$ cat config.mk
export PLATFORM = sky130hd
export DESIGN_NAME = pc_sequencer_flat
export DESIGN_NICKNAME = d
export VERILOG_FILES = /design/src/rtl/pc_sequencer_if.sv /design/src/rtl/pc_sequencer.sv /design/src/flat_wrapper.sv
export SDC_FILE = /design/constraint.sdc
export NUM_CORES = 1
export LEC_CHECK = 0
export ABC_AREA = 1
export CAP_MARGIN = 40
export CORE_MARGIN = 2
export CORE_UTILIZATION = 44
export DETAILED_ROUTE_END_ITERATION = 12
export PLACE_DENSITY_LB_ADDON = 0.1
export SLEW_MARGIN = 20
export SYNTH_ARGS = -nofsm -noshare
export SYNTH_HDL_FRONTEND = slang
export SYNTH_SLANG_ARGS = --single-unit
export TNS_END_PERCENT = 30
$ cat constraint.sdc
create_clock -name clk -period 1.73 [get_ports clk]
set_input_delay 0.173 -clock clk [delete_from_list [all_inputs] [get_ports clk]]
set_output_delay 0.173 -clock clk [all_outputs]
set_load 0.02 [all_outputs]
$ cat src/rtl/pc_sequencer_if.sv
// Fetch-side bundle of the PC sequencer: control inputs, redirect targets,
// and the fetch request the sequencer presents to instruction memory.
interface pc_sequencer_if #(
    parameter int WIDTH = 32
);
    logic             stall;
    logic             halt;
    logic             resume;
    logic             exception;
    logic             jump;
    logic [WIDTH-1:0] jump_target;
    logic             branch_taken;
    logic [WIDTH-1:0] branch_target;
    logic             pc_ready;
    logic [WIDTH-1:0] pc;
    logic [WIDTH-1:0] pc_plus_step;
    logic             pc_valid;
    logic             misalign_trap;
    logic [WIDTH-1:0] bad_addr;

    // master = the sequencer, which owns the fetch request
    modport master (
        input  stall, halt, resume, exception,
        input  jump, jump_target, branch_taken, branch_target,
        input  pc_ready,
        output pc, pc_plus_step, pc_valid, misalign_trap, bad_addr
    );

    modport slave (
        output stall, halt, resume, exception,
        output jump, jump_target, branch_taken, branch_target,
        output pc_ready,
        input  pc, pc_plus_step, pc_valid, misalign_trap, bad_addr
    );
endinterface

$ cat src/rtl/pc_sequencer.sv
// Fetch-stage program-counter sequencer: sequential advance, prioritised
// redirects, misaligned-target trapping and a BOOT/RUN/HALT control FSM.
//
// state   | meaning
// --------+---------------------------------------------------------------
// BOOT    | one cycle after reset, no fetch request, pc stays at reset vector
// RUN     | fetch request valid, pc advances on accept or redirects
// HALT    | no fetch request, pc holds except for redirects
module pc_sequencer #(
    parameter int               WIDTH        = 32,
    parameter int               STEP         = 4,
    parameter logic [WIDTH-1:0] RESET_VECTOR = '0,
    parameter logic [WIDTH-1:0] EXC_VECTOR   = WIDTH'(32'h0000_0180),
    parameter int               ALIGN_BITS   = 2
) (
    input  logic          clk,
    input  logic          reset,
    pc_sequencer_if.master bus
);
    localparam logic [1:0] ST_BOOT = 2'd0;
    localparam logic [1:0] ST_RUN  = 2'd1;
    localparam logic [1:0] ST_HALT = 2'd2;

    localparam logic [WIDTH-1:0] STEP_W     = WIDTH'(STEP);
    // Zero when ALIGN_BITS is 0, which disables the alignment trap entirely.
    localparam logic [WIDTH-1:0] ALIGN_MASK = WIDTH'((64'd1 << ALIGN_BITS) - 64'd1);

    logic [1:0]       state_q, state_d;
    logic [WIDTH-1:0] pc_q, pc_d;
    logic             trap_q, trap_d;
    logic [WIDTH-1:0] bad_q, bad_d;

    logic             redirect;
    logic [WIDTH-1:0] target;
    logic             target_bad;

    always_comb begin
        redirect   = bus.exception | bus.jump | bus.branch_taken;
        target     = bus.jump ? bus.jump_target : bus.branch_target;
        target_bad = |(target & ALIGN_MASK);

        state_d = state_q;
        pc_d    = pc_q;
        trap_d  = 1'b0;
        bad_d   = bad_q;

        case (state_q)
            ST_BOOT: begin
                state_d = ST_RUN;
            end
            ST_RUN, ST_HALT: begin
                if (bus.exception) begin
                    pc_d = EXC_VECTOR;
                end else if (bus.jump || bus.branch_taken) begin
                    if (target_bad) begin
                        pc_d   = EXC_VECTOR;
                        bad_d  = target;
                        trap_d = 1'b1;
                    end else begin
                        pc_d = target;
                    end
                end else if (state_q == ST_RUN && !bus.halt && bus.pc_ready && !bus.stall) begin
                    pc_d = pc_q + STEP_W;
                end

                // A redirect in RUN keeps fetching; halt only takes effect on a quiet cycle.
                if (state_q == ST_RUN) begin
                    if (bus.halt && !redirect) begin
                        state_d = ST_HALT;
                    end
                end else if (bus.resume && !bus.halt) begin
                    state_d = ST_RUN;
                end
            end
            default: begin
                state_d = ST_BOOT;
            end
        endcase
    end

    always_ff @(posedge clk) begin
        if (reset) begin
            state_q <= ST_BOOT;
            pc_q    <= RESET_VECTOR;
            trap_q  <= 1'b0;
            bad_q   <= '0;
        end else begin
            state_q <= state_d;
            pc_q    <= pc_d;
            trap_q  <= trap_d;
            bad_q   <= bad_d;
        end
    end

    assign bus.pc            = pc_q;
    assign bus.pc_plus_step  = pc_q + STEP_W;
    assign bus.pc_valid      = (state_q == ST_RUN);
    assign bus.misalign_trap = trap_q;
    assign bus.bad_addr      = bad_q;
endmodule

$ cat src/flat_wrapper.sv
// flat-port wrapper written by rule: the top's interface ports become plain ports
module pc_sequencer_flat 
#(
    parameter int               WIDTH        = 32,
    parameter int               STEP         = 4,
    parameter logic [WIDTH-1:0] RESET_VECTOR = '0,
    parameter logic [WIDTH-1:0] EXC_VECTOR   = WIDTH'(32'h0000_0180),
    parameter int               ALIGN_BITS   = 2
)
  (clk, reset, bus_stall, bus_halt, bus_resume, bus_exception, bus_jump, bus_jump_target, bus_branch_taken, bus_branch_target, bus_pc_ready, bus_pc, bus_pc_plus_step, bus_pc_valid, bus_misalign_trap, bus_bad_addr);
  pc_sequencer_if #(.WIDTH(WIDTH)) bus_i ();
  input  logic clk;
  input  logic reset;
  input wire logic [$bits(bus_i.stall)-1:0] bus_stall;
  input wire logic [$bits(bus_i.halt)-1:0] bus_halt;
  input wire logic [$bits(bus_i.resume)-1:0] bus_resume;
  input wire logic [$bits(bus_i.exception)-1:0] bus_exception;
  input wire logic [$bits(bus_i.jump)-1:0] bus_jump;
  input wire logic [$bits(bus_i.jump_target)-1:0] bus_jump_target;
  input wire logic [$bits(bus_i.branch_taken)-1:0] bus_branch_taken;
  input wire logic [$bits(bus_i.branch_target)-1:0] bus_branch_target;
  input wire logic [$bits(bus_i.pc_ready)-1:0] bus_pc_ready;
  output wire logic [$bits(bus_i.pc)-1:0] bus_pc;
  output wire logic [$bits(bus_i.pc_plus_step)-1:0] bus_pc_plus_step;
  output wire logic [$bits(bus_i.pc_valid)-1:0] bus_pc_valid;
  output wire logic [$bits(bus_i.misalign_trap)-1:0] bus_misalign_trap;
  output wire logic [$bits(bus_i.bad_addr)-1:0] bus_bad_addr;
  assign bus_i.stall = bus_stall;
  assign bus_i.halt = bus_halt;
  assign bus_i.resume = bus_resume;
  assign bus_i.exception = bus_exception;
  assign bus_i.jump = bus_jump;
  assign bus_i.jump_target = bus_jump_target;
  assign bus_i.branch_taken = bus_branch_taken;
  assign bus_i.branch_target = bus_branch_target;
  assign bus_i.pc_ready = bus_pc_ready;
  assign bus_pc = bus_i.pc;
  assign bus_pc_plus_step = bus_i.pc_plus_step;
  assign bus_pc_valid = bus_i.pc_valid;
  assign bus_misalign_trap = bus_i.misalign_trap;
  assign bus_bad_addr = bus_i.bad_addr;
  pc_sequencer #(.WIDTH(WIDTH), .STEP(STEP), .RESET_VECTOR(RESET_VECTOR), .EXC_VECTOR(EXC_VECTOR), .ALIGN_BITS(ALIGN_BITS)) u_core (.clk(clk), .reset(reset), .bus(bus_i));
endmodule
### Word-level counts from Yosys, hierarchy flattened

Cells that the tools add are included.

* flip-flop bits (word level): 67
* bits of input ports: 73
* output and inout port bits: 98
* word-level logic and storage cells: 41

* add/subtract/negate cells: 1
* equality and inequality tests: 4
* mux-type cells: 10
* bitwise logic cells: 5
* reductions and logical operators: 17

Operators with widths (number)
* 32-bit two-way mux: 5
* 32-bit by 3-bit adder with 32-bit output, second input constant: 1
* 2-bit two-way mux: 3
* 3-bit by 2-bit inequality test with 1-bit output, second input constant: 2
* 1-bit logical AND: 5
* 2-bit one-hot mux with 2 select lines: 1
* 2-bit AND reduction: 2
* 4-bit AND reduction: 1
* 2-bit OR reduction: 2
* 4-bit OR reduction: 1
* 1-bit logical NOT: 3
* 1-bit inverter: 3
* 3-bit nonzero test: 1
* 2-bit by 1-bit equality test with 1-bit output, second input constant: 1
* 2-bit equality test, second input constant: 1
* 2-bit logical NOT: 1
* 1-bit bitwise OR: 2
* 1-bit logical OR: 1
* 1-bit two-way mux: 1

### Logic depth before layout (Yosys ltp)

* word-level depth: 7
* depth in mapped cells: 12
* depth with buffers taken out: 12

### Least setup slack after synthesis

No wires, ideal clock.

* kind: register to register
* from: register u_core.pc_q[3], in the netlist u_core.bus.pc[3]
* to: register u_core.pc_q[16], in the netlist u_core.bus.pc[16]
* data arrival time: 1859 ps
* slack: -200 ps
* cell stages (with the launch flop): 10
* buffers on the path: 0
* period minus slack after synthesis: 1930 ps
* cell sequence: dfxtp_1 ha_1 nand3_1 nor2_1 nand3_1 xnor2_1 nand2_1 nand2_1 nand2_1 a21oi_1

* cells in the longest elaborated chain, start to end: 4

Ends and longest elaborated chain
* start, declared: line pc_sequencer.sv:29 `logic [WIDTH-1:0] pc_q, pc_d;`
* start signal, assigned: line pc_sequencer.sv:89 `pc_q <= pc_d;`
* 32-bit by 3-bit adder with 32-bit output
* net bus_pc_plus_step[16]: line flat_wrapper.sv:24 `output wire logic [$bits(bus_i.pc_plus_step)-1:0] bus_pc_plus_step;`
* 32-bit two-way mux: line pc_sequencer.sv:62 `end else if (state_q == ST_RUN && !bus.halt && bus.pc_ready && !bus.stall) begin`
* 32-bit two-way mux: line pc_sequencer.sv:54 `end else if (bus.jump || bus.branch_taken) begin`
* 32-bit two-way mux: line pc_sequencer.sv:52 `if (bus.exception) begin`

The timed path passes the listed nets, and every way through them passes these cells. The select of a mux whose other input is x is not followed.
A chain may end at the register's enable or synchronous reset.

### Final worst setup path

* from: register u_core.pc_q[5], in the netlist u_core.bus.pc[5]
* to: output port bus_pc_plus_step[29]

* cells in the longest elaborated chain, start to end: 1

Ends and longest elaborated chain
* 32-bit by 3-bit adder with 32-bit output: line pc_sequencer.sv:96 `assign bus.pc_plus_step = pc_q + STEP_W;`
* end, declared: line flat_wrapper.sv:24

No other way between the ends.

==> results.txt <==
Run status: complete, but fails checks
Failing checks: setup timing
DP HPWL: 11340 microns
Initial antenna violation count: 0
Clk Latency, worst-skew pair: 350 ps
Actual slew at the worst max-slew pin: 428.0 ps
Chip Width: 101.1 microns
Crit path max fanout: 4
Register-to-register setup slack: -130 ps
Synth Flop Type: dfxtp_1
Area Growth Syn to Fin: 74.07%
WL/cell: 15.49 microns
Iteration-0 DRC Markers: 202
# IOs: 171
Final hold viol count: 0
Clock Pin Slew Worst Setup and Hold Paths: 90 ps
Unique masters post-synth: 35
DRC: 0
Vias/cell: 5.149
Power Total: 6.436 mW
Arrival @ worst endpoint: 1830 ps
Number of buffers created by CTS: 9
Period utilisation layout: 1.159
Vias in the first global route: 4875
Setup CP Type: reg -> out
Crit path capture type: output port
P per Cell Area: 892.0 mW/mm^2
DIE AREA: 0.01021 sq mm
Synth Instances: 627
Unrepaired setup endpoints after global routing: true
Max H-tree Level: 3
Register area share after synthesis: 0.3236
Fillers: 665
Final core utilization: 0.7846
Switching Fraction: 0.4037
HP Class: in -> reg
Final Skew: 15.86 ps
FFs w/ async S/R, synth: 0
Clock power share: 0.193
FF+latch area: 0.001365 sq mm
Final Net Count: 959
Slew HR: 0.7146
Largest net degree at the start of global routing: 45
First-pass GRT wire length: 23600 microns
GRT Total Usage: 0.2962
Mapped Avg Cell Area: 6.611 sq um
Number of synthesized flops with an enable pin: 0
FF+latch count, synth: 67
CP Data Required Time: 1560 ps
Final WS setup: -275.8 ps
Int Power: 3.838 mW
# port buffers: 170
Seq pwr share: 0.316
Multi-input logic area: 0.002804 sq mm
Synthesis Warnings: 0
Diodes inserted: 0
Starting Density: 0.4507
Gpl congestion: 0.9346
Pleak: 3.263 nW
Final setup TNS: -5308 ps
Post-synthesis cell area: 0.004145 sq mm
Tmin final: 2006 ps
Worst reg2reg path depth: 12
DRT Wirelength: 15430 microns
Gate power share: 0.492
Hold depth: 5
Worst Setup Start Kind: register
Setup violators final: 31
Syn Nets: 706
DRT antenna net count: 0
Pins over their slew limit: 0
FP Rows: 35
Chip height: 101.1 microns
Clock root buffer master: clkbuf_8
Layout cells sized above 1: 0.2870
Clock Tree Buf Depth: 2
Max Fclk: 498.6 MHz
Peak supply drop: 0.6794 mV
Core area: 0.009196 sq mm
Vias: 5128
# hold bufs at CTS: 0
GRT Residual Overflow: 0
Psw: 2.598 mW
CTS tree: yes
Max_cap viols: 0
Drt first pass iters: 5
Total clock sinks: 67
worst max-delay path: stages (launching register included):
cell	delay, ps
dfxtp_1	440
nand2_1	140
nor2_2	190
nand2_4	140
nor2_4	180
nand2_1	80
nand2_1	70
and2_4	140
buf_6	110
registers in the layout, summed over array words and instances (netlist names):
signal / flops
u_core.bus.bad_addr: 32
u_core.bus.pc: 32
u_core.state_q: 2
u_core.bus.misalign_trap: 1
area by class of cell:
| class | instances | share of cell area |
|---|---|---|
| Multi-Input combinational cell | 495 | 0.3886 |
| Timing Repair Buffer | 271 | 0.3600 |
| Sequential cell | 67 | 0.1892 |
| Tap cell | 111 | 0.01925 |
| Inverter | 36 | 0.01873 |
| Clock buffer | 9 | 0.01717 |
| Clock inverter | 7 | 0.007109 |
cells by family after synthesis:
family	Yosys count	synth area share
AND/OR/NAND/NOR	355	0.3809
AO/OA/AOI/OAI	111	0.1446
flip-flops	67	0.3236
buffers and inverters	65	0.07274
adder cells (fa/ha/maj)	6	0.01811
multiplexers	8	0.01932
XOR/XNOR	15	0.04075
Yosys cell counts (6+ instances only):
cell type | n | area share
nand2_1 | 258 | 0.23
dfxtp_1 | 67 | 0.32
a21oi_1 | 45 | 0.054
o21ai_0 | 34 | 0.041
inv_1 | 31 | 0.028
nor2_1 | 29 | 0.026
nand3_1 | 22 | 0.027
a31oi_1 | 17 | 0.026
clkbuf_1 | 10 | 0.0091
buf_2 | 9 | 0.011
mux2i_1 | 8 | 0.019
nand2_2 | 8 | 0.012
nor2_4 | 8 | 0.022
nand3b_1 | 7 | 0.013
nor2_2 | 7 | 0.011
o21ai_1 | 7 | 0.0085
buf_4 | 6 | 0.011
ha_1 | 6 | 0.018
metal layers:
metal | vias up | global-route usage | part of all wire
met5 | - | 0 | 0
met4 | 0 | 0.1518 | 0.041
met3 | 33 | 0.05964 | 0.061
met2 | 215 | 0.5074 | 0.50
met1 | 2361 | 0.3487 | 0.40
li1 | 2519 | - | -
through the flow:
step | hold WS (ps) | cell area [sq um] | std cells | setup slack, ps
2_1_floorplan | 345.9 | 4189 | 627 | 9.454
3_3_place_gp | 447.0 | 6576 | 964 | -285.4
3_5_place_dp | 455.5 | 6576 | 964 | -327.1
4_1_cts | 366.9 | 6867 | 988 | -244.0
5_1_grt | 416.8 | 7216 | 996 | -379.0
6_report | 364.8 | 7216 | 996 | -275.8
layout by cell type, fill, tap and decap left out, types with 3 or more instances in the layout:
master	n
a21oi_1	41
a21oi_2	5
a31oi_1	17
and2_4	3
buf_12	8
buf_2	4
buf_4	91
buf_6	28
clkbuf_8	9
clkdlybuf4s50_1	133
dfxtp_1	52
dfxtp_2	13
dlymetal6s2s_1	7
ha_1	4
inv_1	29
inv_2	7
mux2i_1	8
nand2_1	245
nand2_2	20
nand2_4	4
nand3_1	14
nand3_2	7
nand3b_1	7
nand4_1	3
nor2_1	25
nor2_2	7
nor2_4	12
nor2_8	3
o21ai_0	34
o21ai_1	5
o21ai_2	4
xnor2_4	3
xor2_2	8
power by group through the flow:
stage	sequential [mW]	combinational, mW	clock [mW]
2_1_floorplan	2.35	1.17	0
3_3_place_gp	2.01	2.96	0
3_5_place_dp	2.03	3.01	0
4_1_cts	2.01	3.06	1.24
5_1_grt	2.07	3.39	1.33
6_report	2.03	3.16	1.24
worst paths after layout:
path,endpoint,from
worst max-delay path,bus_pc_plus_step[29],u_core.bus.pc[5]
worst min-delay path,u_core.bus.bad_addr[8],bus_jump
worst max register to register,u_core.bus.pc[10],u_core.bus.pc[5]
worst min register to register,u_core.bus.bad_addr[1],u_core.bus.bad_addr[1]
repair_timing:
item,in CTS,in global routing
pin swaps,17,21
setup buffers,8,11
endpoints found under the hold margin,0,0
resized for setup,148,96
endpoints found under the setup margin,34,97
Power figures use the tool's default switching activity.
